===== src/rtl/pwm_pkg.sv =====
// Shared constants for the PWM register bank: word map, CTRL/STATUS bit
// positions and reset values.
package pwm_pkg;

  localparam int unsigned ADDR_CTRL   = 0;
  localparam int unsigned ADDR_STATUS = 1;
  localparam int unsigned ADDR_PERIOD = 2;
  localparam int unsigned ADDR_PRESC  = 3;
  localparam int unsigned ADDR_DUTY0  = 4;

  localparam int unsigned CTRL_EN   = 0;
  localparam int unsigned CTRL_MODE = 1;
  localparam int unsigned CTRL_PRE  = 2;
  localparam int unsigned CTRL_FUG  = 3;
  localparam int unsigned CTRL_UIE  = 4;

  localparam int unsigned STATUS_UIF  = 0;
  localparam int unsigned STATUS_PEND = 1;
  localparam int unsigned STATUS_AERR = 2;

  localparam logic [4:0] CTRL_RST   = '0;
  localparam logic [2:0] STATUS_RST = '0;

endpackage


===== src/rtl/pwm_regbank_if.sv =====
// Bus-side register access port of the PWM register bank.
interface pwm_regbank_if #(
  parameter int WIDTH = 16,
  parameter int AW    = 4
) ();
  logic             wr_en;
  logic             rd_en;
  logic [AW-1:0]    addr;
  logic [WIDTH-1:0] wr_data;
  logic [WIDTH-1:0] rd_data;
  logic             rd_valid;

  modport master (output wr_en, rd_en, addr, wr_data, input rd_data, rd_valid);
  modport slave  (input wr_en, rd_en, addr, wr_data, output rd_data, rd_valid);
endinterface


===== src/rtl/pwm_shadow_reg.sv =====
// One CPU-visible shadow register and the active copy driven to the PWM core.
module pwm_shadow_reg #(
  parameter int WIDTH = 16
) (
  input  logic             clk,
  input  logic             rst,
  input  logic             wr,
  input  logic [WIDTH-1:0] wr_data,
  input  logic             pre,
  input  logic             xfer,
  output logic [WIDTH-1:0] shadow,
  output logic [WIDTH-1:0] active
);

  // A direct write (preload off) wins over a coincident transfer; a transfer
  // always moves the pre-write shadow value.
  always_ff @(posedge clk) begin
    if (rst) begin
      shadow <= '0;
      active <= '0;
    end else begin
      if (wr)
        shadow <= wr_data;
      if (wr && !pre)
        active <= wr_data;
      else if (xfer)
        active <= shadow;
    end
  end

endmodule


===== src/rtl/pwm_regbank.sv =====
// Multi-channel PWM register bank: shadow/active period, prescaler and duty
// registers with preload, sticky status, registered read path and interrupt.
module pwm_regbank
  import pwm_pkg::*;
#(
  parameter int WIDTH = 16,
  parameter int NCH   = 4,
  parameter int AW    = 4
) (
  input  logic               clk,
  input  logic               rst,
  pwm_regbank_if.slave       bus,
  input  logic               upd_evt,
  output logic               en,
  output logic               mode,
  output logic [WIDTH-1:0]   period,
  output logic [WIDTH-1:0]   prescaler_div,
  output logic [NCH*WIDTH-1:0] duty,
  output logic               irq
);

  localparam int NREG = 2 + NCH;

  logic ctrl_en, ctrl_mode, ctrl_pre, ctrl_uie;
  logic st_uif, st_pend, st_aerr;
  logic mapped, wr_ctrl, wr_status, fug, xfer, shadow_wr;
  logic [NREG-1:0]  reg_wr;
  logic [WIDTH-1:0] shadow [NREG];
  logic [WIDTH-1:0] active [NREG];
  logic [WIDTH-1:0] rd_next;

  assign mapped    = 32'(bus.addr) < 32'(ADDR_DUTY0) + 32'(NCH);
  assign wr_ctrl   = bus.wr_en && (bus.addr == AW'(ADDR_CTRL));
  assign wr_status = bus.wr_en && (bus.addr == AW'(ADDR_STATUS));
  assign fug       = wr_ctrl && bus.wr_data[CTRL_FUG];
  assign xfer      = upd_evt || fug;
  assign shadow_wr = |reg_wr;

  // Register i lives at ADDR_PERIOD+i: 0 period, 1 prescaler, 2.. duties.
  for (genvar i = 0; i < NREG; i++) begin : g_reg
    assign reg_wr[i] = bus.wr_en && (bus.addr == AW'(ADDR_PERIOD + i));
    pwm_shadow_reg #(.WIDTH(WIDTH)) u_reg (
      .clk     (clk),
      .rst     (rst),
      .wr      (reg_wr[i]),
      .wr_data (bus.wr_data),
      .pre     (ctrl_pre),
      .xfer    (xfer),
      .shadow  (shadow[i]),
      .active  (active[i])
    );
  end

  for (genvar k = 0; k < NCH; k++) begin : g_duty
    assign duty[k*WIDTH +: WIDTH] = active[2+k];
  end

  assign period        = active[0];
  assign prescaler_div = active[1];
  assign en            = ctrl_en;
  assign mode          = ctrl_mode;
  assign irq           = st_uif & ctrl_uie;

  // Later assignments take priority: set beats W1C, a write in preload
  // keeps PEND high even when a transfer happens on the same edge.
  always_ff @(posedge clk) begin
    if (rst) begin
      {ctrl_uie, ctrl_pre, ctrl_mode, ctrl_en} <= {CTRL_RST[CTRL_UIE], CTRL_RST[CTRL_PRE],
                                                  CTRL_RST[CTRL_MODE], CTRL_RST[CTRL_EN]};
      {st_aerr, st_pend, st_uif} <= STATUS_RST;
    end else begin
      if (wr_ctrl) begin
        ctrl_en   <= bus.wr_data[CTRL_EN];
        ctrl_mode <= bus.wr_data[CTRL_MODE];
        ctrl_pre  <= bus.wr_data[CTRL_PRE];
        ctrl_uie  <= bus.wr_data[CTRL_UIE];
      end
      if (wr_status && bus.wr_data[STATUS_UIF])
        st_uif <= 1'b0;
      if (wr_status && bus.wr_data[STATUS_AERR])
        st_aerr <= 1'b0;
      if (upd_evt)
        st_uif <= 1'b1;
      if ((bus.wr_en || bus.rd_en) && !mapped)
        st_aerr <= 1'b1;
      if (xfer)
        st_pend <= 1'b0;
      if (shadow_wr && ctrl_pre)
        st_pend <= 1'b1;
    end
  end

  always_comb begin
    rd_next = '0;
    if (bus.addr == AW'(ADDR_CTRL)) begin
      rd_next[CTRL_EN]   = ctrl_en;
      rd_next[CTRL_MODE] = ctrl_mode;
      rd_next[CTRL_PRE]  = ctrl_pre;
      rd_next[CTRL_UIE]  = ctrl_uie;
    end else if (bus.addr == AW'(ADDR_STATUS)) begin
      rd_next[STATUS_UIF]  = st_uif;
      rd_next[STATUS_PEND] = st_pend;
      rd_next[STATUS_AERR] = st_aerr;
    end
    for (int unsigned i = 0; i < NREG; i++)
      if (bus.addr == AW'(ADDR_PERIOD + i))
        rd_next = shadow[i];
  end

  always_ff @(posedge clk) begin
    if (rst) begin
      bus.rd_data  <= '0;
      bus.rd_valid <= 1'b0;
    end else begin
      bus.rd_valid <= bus.rd_en;
      if (bus.rd_en)
        bus.rd_data <= rd_next;
    end
  end

endmodule

===== src/flat_wrapper.sv =====
// flat-port wrapper written by rule: the top's interface ports become plain ports
module pwm_regbank_flat import pwm_pkg::*;
#(
  parameter int WIDTH = 16,
  parameter int NCH   = 4,
  parameter int AW    = 4
)
  (clk, rst, upd_evt, en, mode, period, prescaler_div, duty, irq, bus_wr_en, bus_rd_en, bus_addr, bus_wr_data, bus_rd_data, bus_rd_valid);
  pwm_regbank_if #(.WIDTH(WIDTH), .AW(AW)) bus_i ();
  input  logic clk;
  input  logic rst;
  input  logic upd_evt;
  output logic en;
  output logic mode;
  output logic [WIDTH-1:0] period;
  output logic [WIDTH-1:0] prescaler_div;
  output logic [NCH*WIDTH-1:0] duty;
  output logic irq;
  input wire logic [$bits(bus_i.wr_en)-1:0] bus_wr_en;
  input wire logic [$bits(bus_i.rd_en)-1:0] bus_rd_en;
  input wire logic [$bits(bus_i.addr)-1:0] bus_addr;
  input wire logic [$bits(bus_i.wr_data)-1:0] bus_wr_data;
  output wire logic [$bits(bus_i.rd_data)-1:0] bus_rd_data;
  output wire logic [$bits(bus_i.rd_valid)-1:0] bus_rd_valid;
  assign bus_i.wr_en = bus_wr_en;
  assign bus_i.rd_en = bus_rd_en;
  assign bus_i.addr = bus_addr;
  assign bus_i.wr_data = bus_wr_data;
  assign bus_rd_data = bus_i.rd_data;
  assign bus_rd_valid = bus_i.rd_valid;
  pwm_regbank #(.WIDTH(WIDTH), .NCH(NCH), .AW(AW)) u_core (.clk(clk), .rst(rst), .bus(bus_i), .upd_evt(upd_evt), .en(en), .mode(mode), .period(period), .prescaler_div(prescaler_div), .duty(duty), .irq(irq));
endmodule

===== config.mk =====
export PLATFORM = sky130hd
export DESIGN_NAME = pwm_regbank_flat
export DESIGN_NICKNAME = d
export VERILOG_FILES = /design/src/rtl/pwm_pkg.sv /design/src/rtl/pwm_regbank_if.sv /design/src/rtl/pwm_shadow_reg.sv /design/src/rtl/pwm_regbank.sv /design/src/flat_wrapper.sv
export SDC_FILE = /design/constraint.sdc
export NUM_CORES = 1
export LEC_CHECK = 0
export ABC_AREA = 0
export CAP_MARGIN = 5
export CORE_ASPECT_RATIO = 0.6
export CORE_MARGIN = 2
export CORE_UTILIZATION = 54
export DETAILED_ROUTE_END_ITERATION = 12
export PLACE_DENSITY = 0.8
export REMOVE_ABC_BUFFERS = 1
export SKIP_CTS_REPAIR_TIMING = 1
export SYNTH_ARGS = -nofsm -noshare
export SYNTH_HDL_FRONTEND = slang
export SYNTH_SLANG_ARGS = --single-unit

===== constraint.sdc =====
create_clock -name clk -period 2.4 [get_ports clk]
set_clock_uncertainty 0.2 [all_clocks]
set_input_delay 0.24 -clock clk [delete_from_list [all_inputs] [get_ports clk]]
set_output_delay 0.24 -clock clk [all_outputs]
set_load 0.01 [all_outputs]

[Word level (Yosys, flattened, before mapping)]
Cells that the tools add are included.
W data, S select, Z words.
Storage, ports and cells
  ROM bits: 0
  memory bits (writable): 0
  logic and storage cells: 91
  memories kept: 0
  register bits: 216
  latch bits: 0
  bits of input ports: 25
Operators by class
  mux-type cells: 27
  add/sub/neg operators: 0
  multipliers: 0
  shifts and indexed selects: 0
  equal/unequal tests: 7
  bitwise operators: 1
  divide/modulo/power cells: 0
  $lt $le $gt $ge: 1
  reduce and logical (&&, ||, !) cells: 34
Operators with widths (count)
  $mux W16: 18
  $logic_and A1 B1 Y1: 19
  $reduce_bool A2 Y1: 9
  $eq A4 B3 Y1 const B: 4
  $eq A4 B2 Y1 const B: 2
  $mux W1: 7
  $mux W3: 2
  $reduce_or A6 Y1: 1
  $eq A4 B1 Y1 const B: 1
  $logic_not A4 Y1: 1
  $lt A4 B4 Y1 const B: 1
  $logic_not A1 Y1: 2
  $logic_or A1 B1 Y1: 2
  $and A1 B1 Y1: 1

[Longest topological paths before layout]
  depth after elaboration: 9
  gate-level depth with buffers: 7
  depth with buffers taken out: 4

[By module]
Synthesis repeated with hierarchy kept, for this count alone.
Unflattened totals
  cells, all modules: 1008
  area, all modules: 10640.2 um^2
Modules (own cells, without submodules)
  pwm_shadow_reg: area each 1422.6 um^2, seq. area each 640.6 um^2, times used 6, cells each 126
  pwm_regbank: area each 2104.5 um^2, seq. area each 480.5 um^2, times used 1, cells each 252

[Worst setup path before layout]
OpenSTA, ideal clock, no wires.
  kind: register to register
  from: register u_core.ctrl_pre
  to: register u_core.g_reg[4].u_reg.active[10]
  path buffers: 1
  setup time: 157 ps
  data arrival time: 1311 ps
  setup slack: 732 ps
  data required time: 2043 ps
  stages on the path, launching flop included: 5
  path through: dfxtp_1 and4bb_2 nand2_1 buf_1 a311oi_2
Between the ends
  cells in the longest elaborated chain, start to end: 3
  elaborated cells on any way between the ends: 4
  classes of those cells: mux: 1; reduce/logical: 3
RTL lines
  start: declaration: RTL line pwm_regbank.sv:24  | logic ctrl_en, ctrl_mode, ctrl_pre, ctrl_uie;
  start signal: assignment: RTL line pwm_regbank.sv:68  | {ctrl_uie, ctrl_pre, ctrl_mode, ctrl_en} <= {CTRL_RST[CTRL_UIE], CTRL_RST[CTRL_PRE],
  start signal: assignment: RTL line pwm_regbank.sv:75  | ctrl_pre <= bus.wr_data[CTRL_PRE];
  $logic_not A1 Y1 *: RTL line pwm_shadow_reg.sv:24  | if (wr && !pre)
  $logic_and A1 B1 Y1 *: RTL line pwm_shadow_reg.sv:24
  $mux W16 or $reduce_bool A2 Y1 (tied branches)
  end signal: assignment: RTL line pwm_shadow_reg.sv:25  | active <= wr_data;
  end signal: assignment: RTL line pwm_shadow_reg.sv:27  | active <= shadow;
  end: declaration: RTL line pwm_shadow_reg.sv:12  | output logic [WIDTH-1:0] active
Mark *: on every way between the ends. The rest lies on a longest branch, timed or not.
A chain may end at the register's enable or synchronous reset.

[Worst setup path in the final report]
  from: input bus_addr[1]
  to: register u_core.bus.rd_data[5]
Between the ends
  cells in the longest elaborated chain, start to end: 7
  elaborated cells on any way between the ends: 12
  classes of those cells: eq/ne: 6; mux: 6
RTL lines
  start: declaration: RTL line flat_wrapper.sv:21  | input wire logic [$bits(bus_i.addr)-1:0] bus_addr;
  $eq A4 B2 Y1: RTL line pwm_regbank.sv:106  | if (bus.addr == AW'(ADDR_PERIOD + i))
  $mux W16 (5 in a row): RTL line pwm_regbank.sv:106
  $mux W16 *: RTL line pwm_regbank.sv:106
  end signal: assignment: RTL line pwm_regbank.sv:117  | bus.rd_data <= rd_next;
  end: declaration: RTL line pwm_regbank_if.sv:14  | modport slave (input wr_en, rd_en, addr, wr_data, output rd_data, rd_valid);
Marked as above.

==> parameters.txt <==
Parameter                              Value

Job
  # Max-Cap Violations ... 0

Clocking
  Maximum buffer depth of the clock tree ... 3
  Cell chosen for the clock root ... sky130_fd_sc_hd__clkbuf_16
  CTS tree ... built
  Clock-pin slew on the worst setup and hold paths ... 0.07 ns
  Cts bufs inserted ... 21
  TritonCTS Sinks ... 216
  Level count of the clock H-tree ... 1
  Worst-skew pair later-pin latency ... 0.50 ns

Synthesis
  Top area cells in the synthesized netlist ... sky130_fd_sc_hd__dfxtp_1 (46%), sky130_fd_sc_hd__nand2_1 (16%), sky130_fd_sc_hd__a21oi_1 (7.1%)
  Post-synthesis async set-or-reset flop share ... 0%
  Post-Syn Area ... 0.00941 mm2
  Count of cell types in the netlist ... 47
  Yosys reg bits ... 216
  YS warnings ... 0
  Number of synthesized flops with an enable pin ... 0
  Sequential share of the synthesized area ... 46.0%
  Leading register cell type out of synthesis ... sky130_fd_sc_hd__dfxtp_1
  Cell types with the highest counts after synthesis ... sky130_fd_sc_hd__nand2_1 (405), sky130_fd_sc_hd__dfxtp_1 (216), sky130_fd_sc_hd__a21oi_1 (133)
  Synth Instances ... 1190
  Top-area cell type share of the netlist area ... 46.0%
  Average cell area after synthesis ... 7.90 um2
  Library cell with the largest summed area after synthesis ... sky130_fd_sc_hd__dfxtp_1
  Count leader, synth ... sky130_fd_sc_hd__nand2_1

Layout
  Number of nets in the final layout ... 1336
  Filler-free cell count of the finished design ... 1559
  Area overhead of the layout relative to synthesis ... 27.7%
  Number of antenna diodes ... 0
  Share of layout cells above drive strength 1 ... 11.1%

Critical path
  Register-to-register setup slack ... 0.62 ns
  Crit path from ... bus_addr[1]
  Critical path, cell by cell ... clkdlybuf4s50_1 -> buf_4 -> nand2b_1 -> nor2_1 -> a21oi_1 -> a21oi_1
  Cell class contributing the biggest share of worst-path delay ... buffers and inverters
  Setup crit start kind ... input pin
  Crit-path max FO ... 11
  Capturing point of the worst reg2reg path ... u_core.g_reg[2].u_reg.active[13]
  Delay of the slowest critical-path stage ... 0.65 ns
  Worst setup endpoint ... u_core.bus.rd_data[5]
  Number of cells on the critical path ... 6
  CP Buf/Inv Count ... 2
  Most common cell type on the critical path ... sky130_fd_sc_hd__a21oi_1
  Slowest cell on the critical path ... sky130_fd_sc_hd__nor2_1
  Worst R2R Start ... u_core.ctrl_pre
  Crit Path Category ... in -> reg
  Kind of end point of the critical path ... register
  Required time of the critical path ... 2.62 ns
  Path depth of the worst reg2reg path ... 5
  Endpoint arrival time on the critical path ... 2.21 ns

Detailed routing
  Ratio of routed vias to standard cells ... 5.94
  Vias after detailed routing ... 9259
  First-pass iteration count of the detailed router ... 5
  Per-cell routed wire length ... 18.8 um
  Number of nets with antenna violations after routing ... 0
  1st-iter DRT viols ... 1384
  Final routed DRC violation total ... 0
  Total Routed Length ... 29.3 mm

STA
  Fin crit period ... 2.00 ns
  Part of the cycle the worst path needs ... 83.2%
  Hold violation count in the final report ... 0
  Worst hold margin ... 0.260 ns
  Tightest slew margin relative to the limit ... 45.4%
  Slew @ Worst Pin ... 0.816 ns
  Setup violations, final ... 0
  RSZ-0062 raised after global routing ... no
  Maximum operating frequency ... 0.501 GHz
  Number of pins exceeding their max-slew limit in the final report ... 0

Power
  IR drop worst, VDD ... 0.540 mV
  Static Leak ... 4.00 nW
  Power density of the placed cells ... 642 mW/mm2
  Overall power ... 7.71 mW

Global route
  Number of global-route vias before repair ... 8542
  Global routing usage summed across all routing layers ... 30.8%
  Residual overflow from global routing ... 0
  First-pass GRT wire length ... 45.9 mm
  Initial antenna violation count ... 0
  Maximum number of pins on one net before global-route repair ... 128

Placed design
  Dpl cells ... 1521
  Sum of net half-perimeters after detailed placement ... 18.9 mm
  Routability congestion estimate ... 0.887
  Input/output buffers ... 140

Die
  Die Span Y ... 106 um
  Starting density of the core ... 55.1%
  Die area ... 0.0185 mm2
  # rows ... 37
  Core region area ... 0.0171 mm2
  Die boundary width ... 174 um
  Total I/O pin count ... 141

Worst hold path
  Source of the worst hold timing path ... u_core.st_aerr
  Path type of the worst min-delay path ... reg -> reg

Run status
  Run status ... finished, final reports clean
==> stage by stage <==
stage	TNS, ns	area (um2)	util [%]	setup slack, ns
2_1_floorplan	-65.93	8900	-	-0.728
3_3_place_gp	0	11300	66.3	0.0547
3_5_place_dp	0	11300	66.3	0.00296
4_1_cts	0	12000	70.2	0.428
5_1_grt	0	12000	70.3	0.293
6_report	0	12000	70.3	0.403
==> where the power goes <==
part / internal, mW / switching [mW] / total, mW / leakage [nW]
sequential: 3.66 / 0.0519 / 3.71 / 1.75
clock: 1.91 / 1.36 / 3.28 / 0.329
combinational: 0.288 / 0.438 / 0.726 / 1.92
total: 5.85 / 1.85 / 7.71 / 4.00
==> layout make-up <==
cell class              count  area [um2]
clock buffers              35         638
multi-input cells         857        4560
fillers                  1327        5070
repair buffers            211        2140
well taps                 234         293
flip-flops and latches    216        4320
inverters                   4        15.0
clock inverters             2        35.0
==> registers in the layout, summed over array words and instances (netlist names) <==
register and count:
u_core.ctrl_pre 1, u_core.st_pend 1, u_core.bus.rd_data 16, u_core.ctrl_uie 1
u_core.en 1, u_core.st_uif 1, u_core.mode 1, u_core.g.u_reg.shadow 96
u_core.bus.rd_valid 1, u_core.g.u_reg.active 96, u_core.st_aerr 1
==> how the worst min path moves through the flow <==
stage	to	slack, ns	cells after the start
after global routing	u_core.st_aerr	0.27	2
after global placement	u_core.st_aerr	0.25	2
after detailed placement	u_core.st_aerr	0.25	2
final	u_core.st_aerr	0.26	2
after CTS	u_core.g_reg[3].u_reg.shadow[2]	-0.18	2
after floorplan	u_core.bus.rd_valid	0.11	1
==> per-layer routing <==
layer	track usage [%]	up-vias	routed length (um)
li1	-	4350	-
met1	47.4	4329	13300
met2	44.2	527	12300
met3	4.90	53	3120
met4	8.28	0	561
met5	0	-	0
==> logic make-up after synthesis <==
kind of cell           synth area share (%)
multiplexers                           1.44
AO/OA/AOI/OAI                          23.9
AND/OR/NAND/NOR                        23.2
buffers and inverters                  5.49
flip-flops                             46.0
==> placed cells by master, fill, tap and decap left out, types with 2 or more instances in the layout <==
master / n
sky130_fd_sc_hd__nand2_1: 405
sky130_fd_sc_hd__dfxtp_1: 216
sky130_fd_sc_hd__clkdlybuf4s50_1: 139
sky130_fd_sc_hd__a21oi_1: 133
sky130_fd_sc_hd__nor2_1: 107
sky130_fd_sc_hd__a311oi_1: 62
sky130_fd_sc_hd__buf_4: 54
sky130_fd_sc_hd__a311oi_2: 34
sky130_fd_sc_hd__clkbuf_16: 21
sky130_fd_sc_hd__o21ai_0: 20
sky130_fd_sc_hd__buf_12: 16
sky130_fd_sc_hd__o221ai_1: 13
sky130_fd_sc_hd__a221o_1: 12
sky130_fd_sc_hd__a22o_1: 11
sky130_fd_sc_hd__nand3_1: 9
sky130_fd_sc_hd__mux2i_1: 9
sky130_fd_sc_hd__clkbuf_1: 8
sky130_fd_sc_hd__clkbuf_8: 6
sky130_fd_sc_hd__nor2b_1: 4
sky130_fd_sc_hd__mux2_2: 4
sky130_fd_sc_hd__nor3_1: 4
sky130_fd_sc_hd__inv_1: 3
sky130_fd_sc_hd__nand3b_1: 3
sky130_fd_sc_hd__and2_1: 2
sky130_fd_sc_hd__nor3_2: 2
sky130_fd_sc_hd__and3b_1: 2
sky130_fd_sc_hd__nand2b_1: 2
==> worst register-to-register path: cells and delay by family (launching register included) <==
family | cells | cell delay (ns)
and+or+nand+nor | 3 | 0.49
DFF | 1 | 0.42
AOI/OAI and AO/OA | 1 | 0.27
buffers and inverters | 1 | 0.30
No activity file was read; power rests on OpenSTA's default activity.
==> RTL change, RTL diff (same flow settings) <==
Register the output `irq`, cleared by the reset; this adds one clock of latency there. The other outputs are not delayed to match.
--- a/src/rtl/pwm_regbank.sv
+++ b/src/rtl/pwm_regbank.sv
@@ -59,7 +59,13 @@
   assign prescaler_div = active[1];
   assign en            = ctrl_en;
   assign mode          = ctrl_mode;
-  assign irq           = st_uif & ctrl_uie;
+  always_ff @(posedge clk) begin
+    if (rst) begin
+      irq <= '0;
+    end else begin
+      irq <= st_uif & ctrl_uie;
+    end
+  end
 
   // Later assignments take priority: set beats W1C, a write in preload
   // keeps PEND high even when a transfer happens on the same edge.
Check against the original RTL: not equivalent (Yosys sat finds a counterexample within 4 cycles, from zero or initial values and one cycle with rst high).
==> RTL change against the original RTL <==
  * Total power down 3.5%
  * Sequential cell count grew 1
  * Core utilization down 0.69 points
  * Setup slack better by 0.075 ns
  * Cell area is 1.5% lower
  * Synthesized area shrank 1.0%
  * Count of clock-buffer cells in the layout down 7
  * Routed wire length up 4.0%
  * Worst hold slack worse by 0.22 ns
  * Critical path depth increased by 1
  * Critical path type unchanged
  * Critical endpoint is now u_core.g_reg[4].u_reg.active[8]
  * Largest cell class unchanged
==> RTL change: results (changes against the original RTL) <==
stage	metric	value	unit	change
run_status	status	finished clean		unchanged
finish	fin_nets	1290		was 1336
cts	htreeDepth	1		unchanged
routing	vias_per_cell	6.03		was 5.94
placement	port_buffers	140		unchanged
synth	synthArstFlopShare	0		unchanged
timing	setup_viol	0		unchanged
placement	dp_slack	0.0146	ns	was 0.00296 ns
grt	grt_pass1_wl	47300	um	was 45900 um
finish	drive_above_1_share	0.106		was 0.111
routing	wl_met1	13200	um	was 13300 um
synth	yosys-top-cells-area	dfxtp_1 47%, nand2_1 14%, a21oi_1 6.1%, a311oi_1 6.0%, mux2i_1 4.1%		was dfxtp_1 46%, nand2_1 16%, a21oi_1 7.1%, a311oi_1 5.8%, a311oi_2 5.4%
finish	n_antenna_cell	0		unchanged
grt	grt_max_degree	77		was 128
placement	post_dp_cell_area	11200	um^2	was 11300 um^2
placement	dp.final_hpwl	20700	um	was 18900 um
cts	cts_buffers	20		was 21
placement	dpl.cell_count	1477		was 1521
grt	first_global_vias	8284		was 8542
critical_path	arrival	2.11	ns	was 2.21 ns
routing	wl_met3	3500	um	was 3120 um
finish	largest_registers	u_core.g.u_reg.active: 96 flops, u_core.g.u_reg.shadow: 96 flops, u_core.bus.rd_data: 16 flops		unchanged
routing	vias	9114		was 9259
routing	first_pass_iters	6		was 5
cts	cts_buffer_depth	3		unchanged
synth	ys_warn_count	0		unchanged
routing	drt_iter0_drc	1210		was 1384
critical_path	cp_max_fo	19		was 11
routing	drt-total-wl	30500	um	was 29300 um
synth	netlist_instances	1135		was 1190
cts	root_buffer	clkbuf_16		unchanged
pwr	p_leak	0.00408	uW	was 0.00400 uW
grt	antenna_found_initial	0		unchanged
synth	yosysMostFrequentCell	nand2_1		unchanged
placement	place_congestion	0.920		was 0.887
finish	fill_cells	1342		was 1327
synth	synth_seq_area_share	0.467		was 0.460
grt	groute.usage.overall	0.325		was 0.308
synth	synthTopCellsByCount	355 x nand2_1, 217 x dfxtp_1, 113 x a21oi_1		was 405 x nand2_1, 216 x dfxtp_1, 133 x a21oi_1
synth	synth.distinct_cells	44		was 47
routing	top_layer	met4		unchanged
timing	slew_headroom	0.492		was 0.454
cts	insertion_delay	0.50	ns	about the same
worst_hold_path	hold_path_depth	2		unchanged
routing	route.met2.wl	13100	um	was 12300 um
pwr	ir_drop	372	uV	was 540 uV
worst_hold_path	hold_path_class	in -> reg		was reg -> reg
synth	synthFlopType	dfxtp_1		unchanged
## RTL change: worst paths after layout
kind	start	endpoint	slack [ns]
max	bus_addr[2]	u_core.g_reg[4].u_reg.active[8]	0.48
min reg2reg	u_core.st_uif	u_core.irq	0.25
max reg2reg	u_core.ctrl_pre	u_core.g_reg[5].u_reg.active[5]	0.50
min	rst	u_core.g_reg[5].u_reg.shadow[12]	0.04
## RTL change: cells by family (layout without fill, tap and decap cells)
logic type             after synthesis  in the layout  synth area share
DFF                                217            217             0.467
AOI/OAI and AO/OA                  281            281             0.206
muxes                               54             54            0.0602
and+or+nand+nor                    477            477             0.211
buffers and inverters              106            249            0.0562
## RTL change: report_power, final
group / leakage [uW] / switching [uW] / internal (uW)
Sequential: 0.00175 / 42.3 / 3660
Clock: 0.000295 / 1410 / 1650
Combinational: 0.00203 / 424 / 255
Total: 0.00408 / 1870 / 5560
## RTL change: critical path: stages
cell             delay [ns]
clkdlybuf4s50_1        0.67
nor3b_4                0.10
buf_4                  0.17
a31oi_4                0.22
buf_4                  0.30
nand2_1                0.09
a311oi_1               0.31
## RTL change: layout make-up
cell class / count / area (um^2) / share of cell area
Multi-Input combinational cell: 812 / 4470 / 0.378
Sequential cell: 217 / 4340 / 0.367
Timing Repair Buffer: 211 / 2100 / 0.178
Clock buffer: 28 / 562 / 0.0475
Tap cell: 234 / 293 / 0.0248
Clock inverter: 7 / 46.3 / 0.00391
Inverter: 3 / 11.3 / 0.000952
## RTL change: per-layer routing
metal | track usage | up-vias
li1 | - | 4192
met1 | 0.487 | 4329
met2 | 0.484 | 546
met3 | 0.0602 | 47
met4 | 0.0732 | 0
met5 | 0 | -
